`src/rtl/i2c_reg_sequencer.sv`:
```
// i2c_reg_sequencer
//   Drives the word-level i2c_cpu master through a complete register transaction
//   from a single host request: a single-register write, or a burst read of up to
//   15 consecutive registers. Received bytes stream out with a valid strobe and index.
//
// Ports
//   CLK, RESET_N           clock, asynchronous active-low reset
//   GO, WR                 request strobe (sampled only when idle), 1 = write / 0 = read
//   DEV_ADDR, REG_ADDR     7-bit slave address, first register address
//   WDATA, COUNT           write byte, burst read length (0..15)
//   BUSY, DONE, ERROR      status; DONE pulses once per transaction, ERROR held to next GO
//   RD_DATA/VALID/INDEX    received byte stream
//   CPU_WE, CPU_DATA_IN    primitive command to i2c_cpu
//   CPU_DATA_OUT           i2c_cpu status (bit31 busy, bit8 nack, [7:0] byte)
module i2c_reg_sequencer #(
  parameter int unsigned TIMEOUT_CYCLES = 65535
) (
  input  logic        CLK,
  input  logic        RESET_N,
  input  logic        GO,
  input  logic        WR,
  input  logic [6:0]  DEV_ADDR,
  input  logic [7:0]  REG_ADDR,
  input  logic [7:0]  WDATA,
  input  logic [3:0]  COUNT,
  output logic        BUSY,
  output logic        DONE,
  output logic        ERROR,
  output logic [7:0]  RD_DATA,
  output logic        RD_VALID,
  output logic [3:0]  RD_INDEX,
  output logic        CPU_WE,
  output logic [31:0] CPU_DATA_IN,
  input  logic [31:0] CPU_DATA_OUT
);

  localparam logic [31:0] CmdStart    = 32'h0004_0000;
  localparam logic [31:0] CmdStop     = 32'h0001_0000;
  localparam logic [31:0] CmdWrite    = 32'h0002_0100;
  localparam logic [31:0] CmdReadAck  = 32'h0002_00FF;
  localparam logic [31:0] CmdReadNack = 32'h0002_01FF;
  localparam logic [15:0] TmoLimit    = (TIMEOUT_CYCLES > 32'd65535) ? 16'hFFFF :
                                        16'(TIMEOUT_CYCLES);

  // Issue -> Hold -> Wait runs once per i2c_cpu primitive.
  typedef enum logic [1:0] {StIdle, StIssue, StHold, StWait} state_e;

  typedef enum logic [3:0] {
    SqStart, SqDevW, SqRegAddr, SqWdata, SqStopPtr,
    SqStart2, SqDevR, SqRead, SqStopEnd
  } step_e;

  state_e      state_q;
  step_e       step_q;
  logic        wr_q;
  logic [6:0]  dev_q;
  logic [7:0]  reg_q;
  logic [7:0]  wdata_q;
  logic [3:0]  count_q;
  logic [3:0]  idx_q;
  logic [15:0] tmo_q;

  logic        cpu_busy;
  logic        cpu_nack;
  logic        unused_status;

  assign cpu_busy      = CPU_DATA_OUT[31];
  assign cpu_nack      = CPU_DATA_OUT[8];
  assign unused_status = ^CPU_DATA_OUT[30:9];

  // Decision taken when the current primitive completes (busy low in Wait).
  step_e      nxt_step;
  logic [3:0] nxt_idx;
  logic       nxt_finish;
  logic       nxt_err;
  logic       rd_fire;

  always_comb begin
    nxt_step   = step_q;
    nxt_idx    = idx_q;
    nxt_finish = 1'b0;
    nxt_err    = 1'b0;
    rd_fire    = 1'b0;
    unique case (step_q)
      SqStart:  nxt_step = SqDevW;
      SqDevW: begin
        if (cpu_nack) begin
          nxt_err  = 1'b1;
          nxt_step = SqStopEnd;
        end else begin
          nxt_step = SqRegAddr;
        end
      end
      SqRegAddr: begin
        if (cpu_nack) begin
          nxt_err  = 1'b1;
          nxt_step = SqStopEnd;
        end else begin
          nxt_step = wr_q ? SqWdata : SqStopPtr;
        end
      end
      SqWdata: begin
        nxt_err  = cpu_nack;
        nxt_step = SqStopEnd;
      end
      // i2c_cpu has no repeated start, so the read phase reopens with STOP+START.
      SqStopPtr: begin
        if (count_q == 4'd0) nxt_finish = 1'b1;
        else                 nxt_step   = SqStart2;
      end
      SqStart2: nxt_step = SqDevR;
      SqDevR: begin
        if (cpu_nack) begin
          nxt_err  = 1'b1;
          nxt_step = SqStopEnd;
        end else begin
          nxt_step = SqRead;
          nxt_idx  = 4'd0;
        end
      end
      SqRead: begin
        rd_fire = 1'b1;
        if (idx_q == count_q - 4'd1) begin
          nxt_step = SqStopEnd;
        end else begin
          nxt_step = SqRead;
          nxt_idx  = idx_q + 4'd1;
        end
      end
      SqStopEnd: nxt_finish = 1'b1;
      default:   nxt_finish = 1'b1;
    endcase
  end

  logic [31:0] nxt_word;

  always_comb begin
    nxt_word = CmdStop;
    unique case (nxt_step)
      SqStart, SqStart2: nxt_word = CmdStart;
      SqDevW:            nxt_word = CmdWrite | {24'h0, dev_q, 1'b0};
      SqDevR:            nxt_word = CmdWrite | {24'h0, dev_q, 1'b1};
      SqRegAddr:         nxt_word = CmdWrite | {24'h0, reg_q};
      SqWdata:           nxt_word = CmdWrite | {24'h0, wdata_q};
      // Last byte of the burst is NACKed so the slave releases SDA.
      SqRead:            nxt_word = (nxt_idx == count_q - 4'd1) ? CmdReadNack : CmdReadAck;
      default:           nxt_word = CmdStop;
    endcase
  end

  logic [15:0] tmo_inc;
  logic        tmo_expired;

  assign tmo_inc     = (tmo_q == 16'hFFFF) ? tmo_q : tmo_q + 16'd1;
  assign tmo_expired = (tmo_inc >= TmoLimit);

  always_ff @(posedge CLK or negedge RESET_N) begin
    if (!RESET_N) begin
      state_q     <= StIdle;
      step_q      <= SqStart;
      wr_q        <= 1'b0;
      dev_q       <= 7'd0;
      reg_q       <= 8'd0;
      wdata_q     <= 8'd0;
      count_q     <= 4'd0;
      idx_q       <= 4'd0;
      tmo_q       <= 16'd0;
      BUSY        <= 1'b0;
      DONE        <= 1'b0;
      ERROR       <= 1'b0;
      RD_DATA     <= 8'd0;
      RD_VALID    <= 1'b0;
      RD_INDEX    <= 4'd0;
      CPU_WE      <= 1'b0;
      CPU_DATA_IN <= 32'd0;
    end else begin
      CPU_WE   <= 1'b0;
      DONE     <= 1'b0;
      RD_VALID <= 1'b0;
      unique case (state_q)
        StIdle: begin
          if (GO) begin
            wr_q        <= WR;
            dev_q       <= DEV_ADDR;
            reg_q       <= REG_ADDR;
            wdata_q     <= WDATA;
            count_q     <= COUNT;
            idx_q       <= 4'd0;
            step_q      <= SqStart;
            tmo_q       <= 16'd0;
            ERROR       <= 1'b0;
            BUSY        <= 1'b1;
            CPU_WE      <= 1'b1;
            CPU_DATA_IN <= CmdStart;
            state_q     <= StIssue;
          end
        end
        StIssue: state_q <= StHold;
        // i2c_cpu busy only becomes visible one cycle after WE.
        StHold:  state_q <= StWait;
        StWait: begin
          if (cpu_busy) begin
            tmo_q <= tmo_inc;
            // Bus assumed hung: abort without a STOP.
            if (tmo_expired) begin
              ERROR   <= 1'b1;
              DONE    <= 1'b1;
              BUSY    <= 1'b0;
              state_q <= StIdle;
            end
          end else begin
            if (nxt_err) ERROR <= 1'b1;
            if (rd_fire) begin
              RD_DATA  <= CPU_DATA_OUT[7:0];
              RD_INDEX <= idx_q;
              RD_VALID <= 1'b1;
            end
            if (nxt_finish) begin
              DONE    <= 1'b1;
              BUSY    <= 1'b0;
              state_q <= StIdle;
            end else begin
              step_q      <= nxt_step;
              idx_q       <= nxt_idx;
              tmo_q       <= 16'd0;
              CPU_WE      <= 1'b1;
              CPU_DATA_IN <= nxt_word;
              state_q     <= StIssue;
            end
          end
        end
        default: state_q <= StIdle;
      endcase
    end
  end

endmodule

```
`config.mk`:
```
export PLATFORM = sky130hd
export DESIGN_NAME = i2c_reg_sequencer
export DESIGN_NICKNAME = d
export VERILOG_FILES = /design/src/rtl/i2c_reg_sequencer.sv
export SDC_FILE = /design/constraint.sdc
export NUM_CORES = 1
export LEC_CHECK = 0
export BUFFER_PORTS_ARGS = -buffer_cell sky130_fd_sc_hd__buf_2
export CAP_MARGIN = 25
export CORE_AREA = 10 10 114 116
export CTS_CLUSTER_SIZE = 16
export DETAILED_ROUTE_END_ITERATION = 7
export DIE_AREA = 0 0 124 126
export GPL_ROUTABILITY_DRIVEN = 0
export PLACE_DENSITY_LB_ADDON = 0.05
export SLEW_MARGIN = 20
export SYNTH_ARGS = -nofsm -noshare
export SYNTH_HDL_FRONTEND = slang
export SYNTH_SLANG_ARGS = --single-unit
```
`constraint.sdc`:
```
create_clock -name CLK -period 8.4 [get_ports CLK]
set_clock_uncertainty 0.15 [all_clocks]
set_input_delay 1.26 -clock CLK [delete_from_list [all_inputs] [get_ports CLK]]
set_output_delay 1.26 -clock CLK [all_outputs]
set_load 0.03 [all_outputs]
```
==> results.txt, run 1 <==
----------------------------------------------------
[Routing]
  Avg WL per Cell ... 17.00 um
  Final routed DRC violation total ... 0
  Vias ... 3775
  ANT nets after route ... 0
  Total iterations of the first detailed-routing run ... 6
  Via-to-Cell Ratio ... 5.634
  Post-detailed-routing wire length ... 11.39 mm
  Iter 0 DRT Violations ... approximately 330

[Setup path]
  Crit Path Category ... reg -> reg
  Worst EP arrival ... 3.24 ns
  Critical path peak fanout ... 11
  Crit path capture type ... register
  Required time of the critical path ... 8.51 ns
  Sort of element at the start of the critical path ... register

[Synth]
  Netlist Area Pre-Place ... 4710 um^2
  Dominant cell type by area after synthesis ... sky130_fd_sc_hd__dfrtp_1
  #FFs+latches synth ... 83
  Primary flip-flop cell chosen by synthesis mapping ... sky130_fd_sc_hd__dfrtp_1
  Number of unique standard cell types used by synthesis ... 65
  Synthesis Warnings ... 0
  Gate count of the mapped netlist ... 473
  Most used standard cell by instance count after synthesis ... sky130_fd_sc_hd__dfrtp_1
  Synth top cells by count ... 83 x sky130_fd_sc_hd__dfrtp_1, 41 x sky130_fd_sc_hd__mux2_2, 33 x sky130_fd_sc_hd__a21oi_1, 31 x sky130_fd_sc_hd__nand2_1, 30 x sky130_fd_sc_hd__o21ai_0
  Share of flip-flops with an asynchronous set or reset after synthesis ... 100.0%
  Register area share after synthesis ... 44.10%
  Per-instance average area after synthesis ... 9.957 um^2
  Count of flip-flops with a built-in enable after synthesis ... 0
  Area fraction of the dominant cell type after synthesis ... between 40% and 50%
  Leading post-synthesis cells by cell area ... sky130_fd_sc_hd__dfrtp_1 44%, sky130_fd_sc_hd__mux2_2 9.8%, sky130_fd_sc_hd__a21oi_1 3.5%, sky130_fd_sc_hd__buf_4 3.5%, sky130_fd_sc_hd__o21ai_0 3.2%

[Final layout]
  Share of post-route cells with drive strength above 1 ... 26.23%
  Final net count ... around 600
  Synth-to-layout area growth ... 12.38%
  Diodes inserted ... 0

[Global route]
  GR met3 Demand/Resource ... 4.736%
  GRT Max-Usage Layer ... met2
  Met1 Use GR ... 18.39%
  Met2 GRT Util ... around a quarter
  Number of antenna violations at the first check in global routing ... 0
  Via count of the first global-routing pass ... 3754
  Pin count of the biggest net entering global routing ... 57
  All-Layer GR Usage ... 14.90%
  Global-route wire length before repair ... 18.91 mm
  Total overflow reported by the global router ... 0

[CTS]
  Number of CTS-inserted buffers ... 9
  Clock latency on the worst-skew pair ... 0.37 ns
  CTS tree ... done
  H-tree lvl count ... 3
  Clock tree root buffer cell ... sky130_fd_sc_hd__clkbuf_8
  Count of instances resized after the clock tree is built ... 0
  Number of clock sinks seen by CTS ... 83
  Number of buffers inserted to repair setup after CTS ... 0
  Number of hold buffers added after cts ... 0
  Clock-pin slew of the registers on the worst-case setup and hold paths ... 0.08 ns
  Maximum buffer depth of the clock tree ... 2

[Place]
  Port Buffers ... 69
  DP HPWL ... 8.358 mm
  Pre-CTS setup slack ... 5.169 ns

[Power]
  Static leakage ... 2.481 nW
  Switching Power ... 0.0005681 W
  Fraction of power consumed by combinational cells ... 39.2%
  Portion of total power attributed to the clock network ... 21.2%
  Sequential cell fraction of total power ... roughly two fifths
  Power density cells ... 281.1 nW/um^2
  Switching share of power ... 38.19%
  Overall power ... 0.001488 W
  Worst supply voltage drop on vdd ... between 150 and 200 uV
  Internal portion of total power ... between 0.0009 and 0.001 W

[Timing]
  Number of failing hold endpoints at the final stage ... 0
  Final max-slew violation count ... 0
  Final critical-path setup slack ... 5.272 ns
  Post-Route Setup TNS ... 0 ns
  Crit path time final ... about 3.1 ns
  Final setup violation count ... 0
  Share of the clock period used by the worst path after layout ... 37.23%
  Worst slew pin tran ... 1.057 ns
  Maximum clock frequency ... 319.7 MHz
  Setup repair after global routing missed its margin ... false
  Relative slew slack ... 29.50%

[Floorplan]
  Core Footprint ... 10700 um^2
  DIE HEIGHT ... 126 um
  Starting utilization of the core area ... 44.02%
  Overall die area ... roughly 16000 um^2
  Number of rows created at floorplan ... 38
  Die W ... about 120 um
  # IOs ... around 110

[Flow run]
  Max capacitance violation total ... 0

[Run status]
  Status ... finished clean

[Hold path]
  Path type of the worst min-delay path ... reg -> reg

----------------------------------------------------
[routing by layer]
| layer | up-vias | wire, um |
|---|---|---|
| met3 | 17 | 699 |
| met1 | 1842 | 4956 |
| met4 | 0 | 208 |
| met2 | 99 | 5522 |
| li1 | 1817 | - |
| met5 | - | 0 |
[final cells by class]
cell class	instances	area [um^2]
Multi-Input combinational cell	348	2386
Fill cell	1046	5405
Inverter	11	41.29
Clock inverter	5	77.57
Timing Repair Buffer	73	397.9
Tap cell	140	175.2
Clock buffer	10	137.6
Sequential cell	83	2077
[cell families (layout without fill, tap and decap cells)]
family          after synthesis  after routing  synth area share (%)
xor+xnor                     11             11                 2.338
mux                          44             44                 10.47
other cells                   1             20               0.07963
buf+inv                      61             99                 6.748
flops                        83             83                 44.10
compound gates              138            138                 19.29
fa+ha+maj                     6              6                 1.594
simple gates                129            129                 15.38
[placed cells by master, fill, tap and decap left out, drive strengths merged, types with 3 or more instances in the layout]
master  count
nand4       5
nand4b      3
a31oi       8
conb       20
o22ai       5
and2        4
ha          6
o21ai      32
xnor2       6
inv        11
mux2       42
nor2b       6
clkbuf     10
nor2       24
and4        4
o31a        3
nand3      16
o31ai       6
a222oi      7
a22o        9
a21o       13
nand3b      3
nor3       15
a21oi      34
nand2      31
dfrtp      83
nor4        7
xor2        4
buf        73
[through the flow]
stage | utilization (%) | instances | instance area (um^2) | hold WS [ns]
6_report | 49.47 | 670 | 5293 | 0.3417
5_1_grt | 49.47 | 670 | 5293 | 0.3602
4_1_cts | 49.47 | 670 | 5293 | 0.3476
3_5_place_dp | 47.46 | 655 | 5077 | 0.3185
3_3_place_gp | 47.20 | 654 | 5050 | 0.3109
2_1_floorplan | - | 492 | 4781 | 0.3283
[path summary, 6_finish.rpt]
kind	start	end	slack, ns	depth (start not counted)
min	CPU_DATA_IN[4]	CPU_DATA_IN[4]	0.34	1
min in group asynchronous	RESET_N	tmo_q[8]	0.65	1
max in group asynchronous	RESET_N	count_q[0]	6.85	2
max reg2reg	count_q[0]	tmo_q[1]	5.27	8
min reg2reg	CPU_DATA_IN[4]	CPU_DATA_IN[4]	0.34	1
max	count_q[0]	tmo_q[1]	5.27	8
[flip-flops by register name, indices dropped and copies added, names as in the netlist]
| name | cells |
|---|---|
| wdata_q | 8 |
| reg_q | 8 |
| step_q | 4 |
| CPU_DATA_IN | 12 |
| wr_q | 1 |
| BUSY | 1 |
| tmo_q | 16 |
| idx_q | 4 |
| RD_INDEX | 4 |
| RD_VALID | 1 |
| count_q | 4 |
| ERROR | 1 |
| CPU_WE | 1 |
| state_q | 2 |
| DONE | 1 |
| RD_DATA | 8 |
| dev_q | 7 |
[critical path: stages (launching register included)]
cell	delay, ns
sky130_fd_sc_hd__dfrtp_1	0.46
sky130_fd_sc_hd__inv_1	0.07
sky130_fd_sc_hd__ha_1	0.23
sky130_fd_sc_hd__nor3b_1	0.21
sky130_fd_sc_hd__a31oi_1	0.38
sky130_fd_sc_hd__nor2_1	0.14
sky130_fd_sc_hd__a21oi_1	0.86
sky130_fd_sc_hd__o21ai_0	0.28
sky130_fd_sc_hd__a22o_1	0.25
[power groups by stage]
stage                     combinational [W]  sequential (W)  clock (W)
after detailed placement           0.000589        0.000596          0
after global routing               0.000652        0.000605   0.000348
after CTS                          0.000591        0.000588   0.000330
after floorplan                    0.000430        0.000604          0
after global placement             0.000579        0.000592          0
final                              0.000584        0.000588   0.000316
Power figures use the tool's default switching activity.
==> run 2, diff against run 1 <==
==> constraint.sdc (replaced) <==
create_clock -name CLK -period 2.9 [get_ports CLK]
set_clock_uncertainty 0.15 [all_clocks]
set_input_delay 0.435 -clock CLK [delete_from_list [all_inputs] [get_ports CLK]]
set_output_delay 0.435 -clock CLK [all_outputs]
set_load 0.03 [all_outputs]
==> run 2 against run 1 <==
Against the previous run: count of clock-buffer cells in the layout did not move; power grew to 2.9 times the previous value; fmax increased by 14%; sequential share of layout area down 1.8 points; via count grew 3.7%; critical path depth unchanged; highest routed layer unchanged; combinational power increased to 3.3 times the previous value.
==> results.txt, run 2 (synthesis gave the netlist of run 1 again) <==
----------------------------------------------------
[CTS]
  Maximum buffer depth of the clock tree ... 2 (unchanged)
  CTS tree ... done
  Number of CTS-inserted buffers ... 9 (unchanged)
  Number of clock sinks seen by CTS ... 83 (unchanged)
  H-tree lvl count ... 3 (unchanged)
  Number of buffers inserted to repair setup after CTS ... 0 (unchanged)
  Clock tree root buffer cell ... sky130_fd_sc_hd__clkbuf_8
  Clock latency on the worst-skew pair ... 0.37 ns (about the same)
  Clock-pin slew of the registers on the worst-case setup and hold paths ... 0.08 ns (about the same)

[Final layout]
  Commonest non-fill, non-tap cell in the layout ... sky130_fd_sc_hd__dfrtp_1
  Register with the most flip-flops ... tmo_q
  Commonest cells after routing, fill and taps aside ... 82 x sky130_fd_sc_hd__dfrtp_1, 68 x sky130_fd_sc_hd__buf_2, 41 x sky130_fd_sc_hd__mux2_2
  Post-route insts no fill ... 706 (+5.4%)
  Filler cell count ... 1026 (-1.9%)
  Final net count ... 631 (+6.1%)
  Diodes inserted ... 0 (unchanged)
  Top Registers ... tmo_q (16), CPU_DATA_IN (12)
  Number of flip-flops in the largest register ... 16 (unchanged)
  Post-route cell area ... 5544 um^2 (+4.8%)
  Synth-to-layout area growth ... 17.72%
  Share of post-route cells with drive strength above 1 ... 31.63% (+5.4 points)

[Setup path]
  Required time of the critical path ... 3.00 ns (-5.51 ns)
  Cells on worst reg2reg path ... 8 (unchanged)
  Worst EP arrival ... 2.85 ns (-0.39 ns)
  Sort of element at the start of the critical path ... register
  Critical R2R Capture ... state_q[1]
  Critical path peak fanout ... 5 (-6)
  Crit Path Category ... reg -> reg
  Worst setup startpoint ... tmo_q[1]
  Crit path capture type ... register
  Startpoint of the worst-slack reg-to-reg timing path ... tmo_q[1]
  Worst reg-to-reg setup slack ... 0.15 ns (-5.13 ns)

[Timing]
  Setup repair after global routing missed its margin ... false
  Share of the clock period used by the worst path after layout ... 94.93% (+58 points)
  Relative slew slack ... 45.85% (+16 points)
  Number of failing hold endpoints at the final stage ... 0 (unchanged)
  Post-Route Setup TNS ... 0 ns (unchanged)
  Final setup violation count ... 0 (unchanged)
  Worst-case hold slack ... 0.1404 ns (-0.2013 ns)
  Crit path time final ... 2.753 ns (-0.3749 ns)
  Worst slew pin tran ... 0.7918 ns (-0.2656 ns)
  Maximum clock frequency ... 363.3 MHz (+14%)
  Final max-slew violation count ... 0 (unchanged)

[Power]
  Switching Power ... 0.001704 W (+200%)
  Static leakage ... 2.636 nW (+6.2%)
  Worst supply voltage drop on vdd ... 423.7 uV (+180%)
  Power density cells ... 778.4 nW/um^2 (+180%)
  Sequential cell fraction of total power ... 38.4% (-1.1 points)
  Portion of total power attributed to the clock network ... 17.5% (-3.7 points)
  Switching share of power ... 39.48% (+1.3 points)
  Overall power ... 0.004315 W (+190%)
  Internal portion of total power ... 0.002612 W (+180%)
  Fraction of power consumed by combinational cells ... 44.1% (+4.9 points)

[Floorplan]
  DIE HEIGHT ... 126 um (unchanged)
  Overall die area ... 15620 um^2 (unchanged)
  Starting utilization of the core area ... 44.02% (unchanged)
  # IOs ... 112 (unchanged)
  Core Footprint ... 10700 um^2 (unchanged)
  Number of rows created at floorplan ... 38 (unchanged)
  Die W ... 124 um (unchanged)

[Run status]
  Status ... finished clean

[Place]
  DP Cell Count ... 690 (+5.3%)
  DP HPWL ... 8.727 mm (+4.4%)
  Post-detailed-placement cell area ... 5333 um^2 (+5.0%)
  Port Buffers ... 69 (unchanged)

[Hold path]
  Worst Hold Depth ... 2 (+1)
  Path type of the worst min-delay path ... in -> reg
  Startpoint of the most critical hold path ... DEV_ADDR[4]
  Endpoint, Worst Hold ... dev_q[4]

[Routing]
  Post-detailed-routing wire length ... 11.91 mm (+4.6%)
  Met3 wire len ... 702 um (+0.43%)
  Iter 0 DRT Violations ... 260 (-22%)
  Avg WL per Cell ... 16.88 um (-0.71%)
  Final routed DRC violation total ... 0 (unchanged)
  Vias ... 3914 (+3.7%)
  Top layer reached by signal wires ... met4
  Wire length on met1 ... 5.337 mm (+7.7%)
  Routed wl met2 ... 5.617 mm (+1.7%)
  Via-to-Cell Ratio ... 5.544 (-1.6%)
  Total iterations of the first detailed-routing run ... 5 (-1)
  ANT nets after route ... 0 (unchanged)

[Global route]
  All-Layer GR Usage ... 15.35% (+0.44 points)
  Number of antenna violations at the first check in global routing ... 0 (unchanged)
  Pin count of the biggest net entering global routing ... 84 (+47%)
  Total overflow reported by the global router ... 0 (unchanged)
  Via count of the first global-routing pass ... 3945 (+5.1%)
  Global-route wire length before repair ... 19.46 mm (+2.9%)

[Flow run]
  Max capacitance violation total ... 0 (unchanged)

----------------------------------------------------
## run 2: worst max-delay path by stage
stage | end | slack [ns] | cells after the start
CTS | state_q[1] | 0.05 | 8
detailed placement | state_q[1] | 0.08 | 8
global route | state_q[1] | 0.001 | 8
global placement | tmo_q[1] | 0.11 | 9
floorplan | state_q[1] | 0.13 | 8
finish | state_q[1] | 0.15 | 8
## run 2: layer usage
layer | GRT usage (%) | up-vias
met3 | 4.290 | 21
met2 | 24.63 | 100
met4 | 6.369 | 0
met5 | 0 | -
met1 | 18.85 | 1902
li1 | - | 1891
## run 2: through the flow
step           setup slack, ns  util, %
2_1_floorplan           0.1332        -
3_3_place_gp            0.1071    49.85
3_5_place_dp           0.07690    49.85
4_1_cts                0.05476    51.51
5_1_grt               0.001427    51.82
6_report                0.1471    51.82
## run 2: final cells by class
type	instances	area (um^2)	share of cell area, %
flip-flops and latches	83	2078	37.49
inverters	11	41.29	0.7448
clock buffers	10	137.6	2.483
clock inverters	5	30.03	0.5416
multi-input cells	348	2419	43.62
well taps	140	175.2	3.160
repair buffers	109	663.1	11.96
## run 2: power by group through the flow
| stage | Sequential [W] | Clock, W | Combinational (W) |
|---|---|---|---|
| 2_1_floorplan | 0.00175 | 0 | 0.00125 |
| 3_3_place_gp | 0.00166 | 0 | 0.00187 |
| 3_5_place_dp | 0.00167 | 0 | 0.00190 |
| 4_1_cts | 0.00165 | 0.000791 | 0.00191 |
| 5_1_grt | 0.00170 | 0.000844 | 0.00211 |
| 6_report | 0.00166 | 0.000757 | 0.00190 |
## run 2: what timing repair did
action,CTS,global route
endpoints found under the hold margin,83,0
hold buffers,1,0
endpoints found under the setup margin,0,9
resized for setup,0,7
## run 2: worst max-delay path, cell delays in order, from the launching register on
cell                      delay [ns]
sky130_fd_sc_hd__dfrtp_1        0.45
sky130_fd_sc_hd__ha_4           0.21
sky130_fd_sc_hd__inv_1          0.12
sky130_fd_sc_hd__nor2_1         0.12
sky130_fd_sc_hd__or3_1          0.36
sky130_fd_sc_hd__a31o_1         0.24
sky130_fd_sc_hd__or4b_1         0.53
sky130_fd_sc_hd__nand2_1        0.12
sky130_fd_sc_hd__mux2_1         0.33
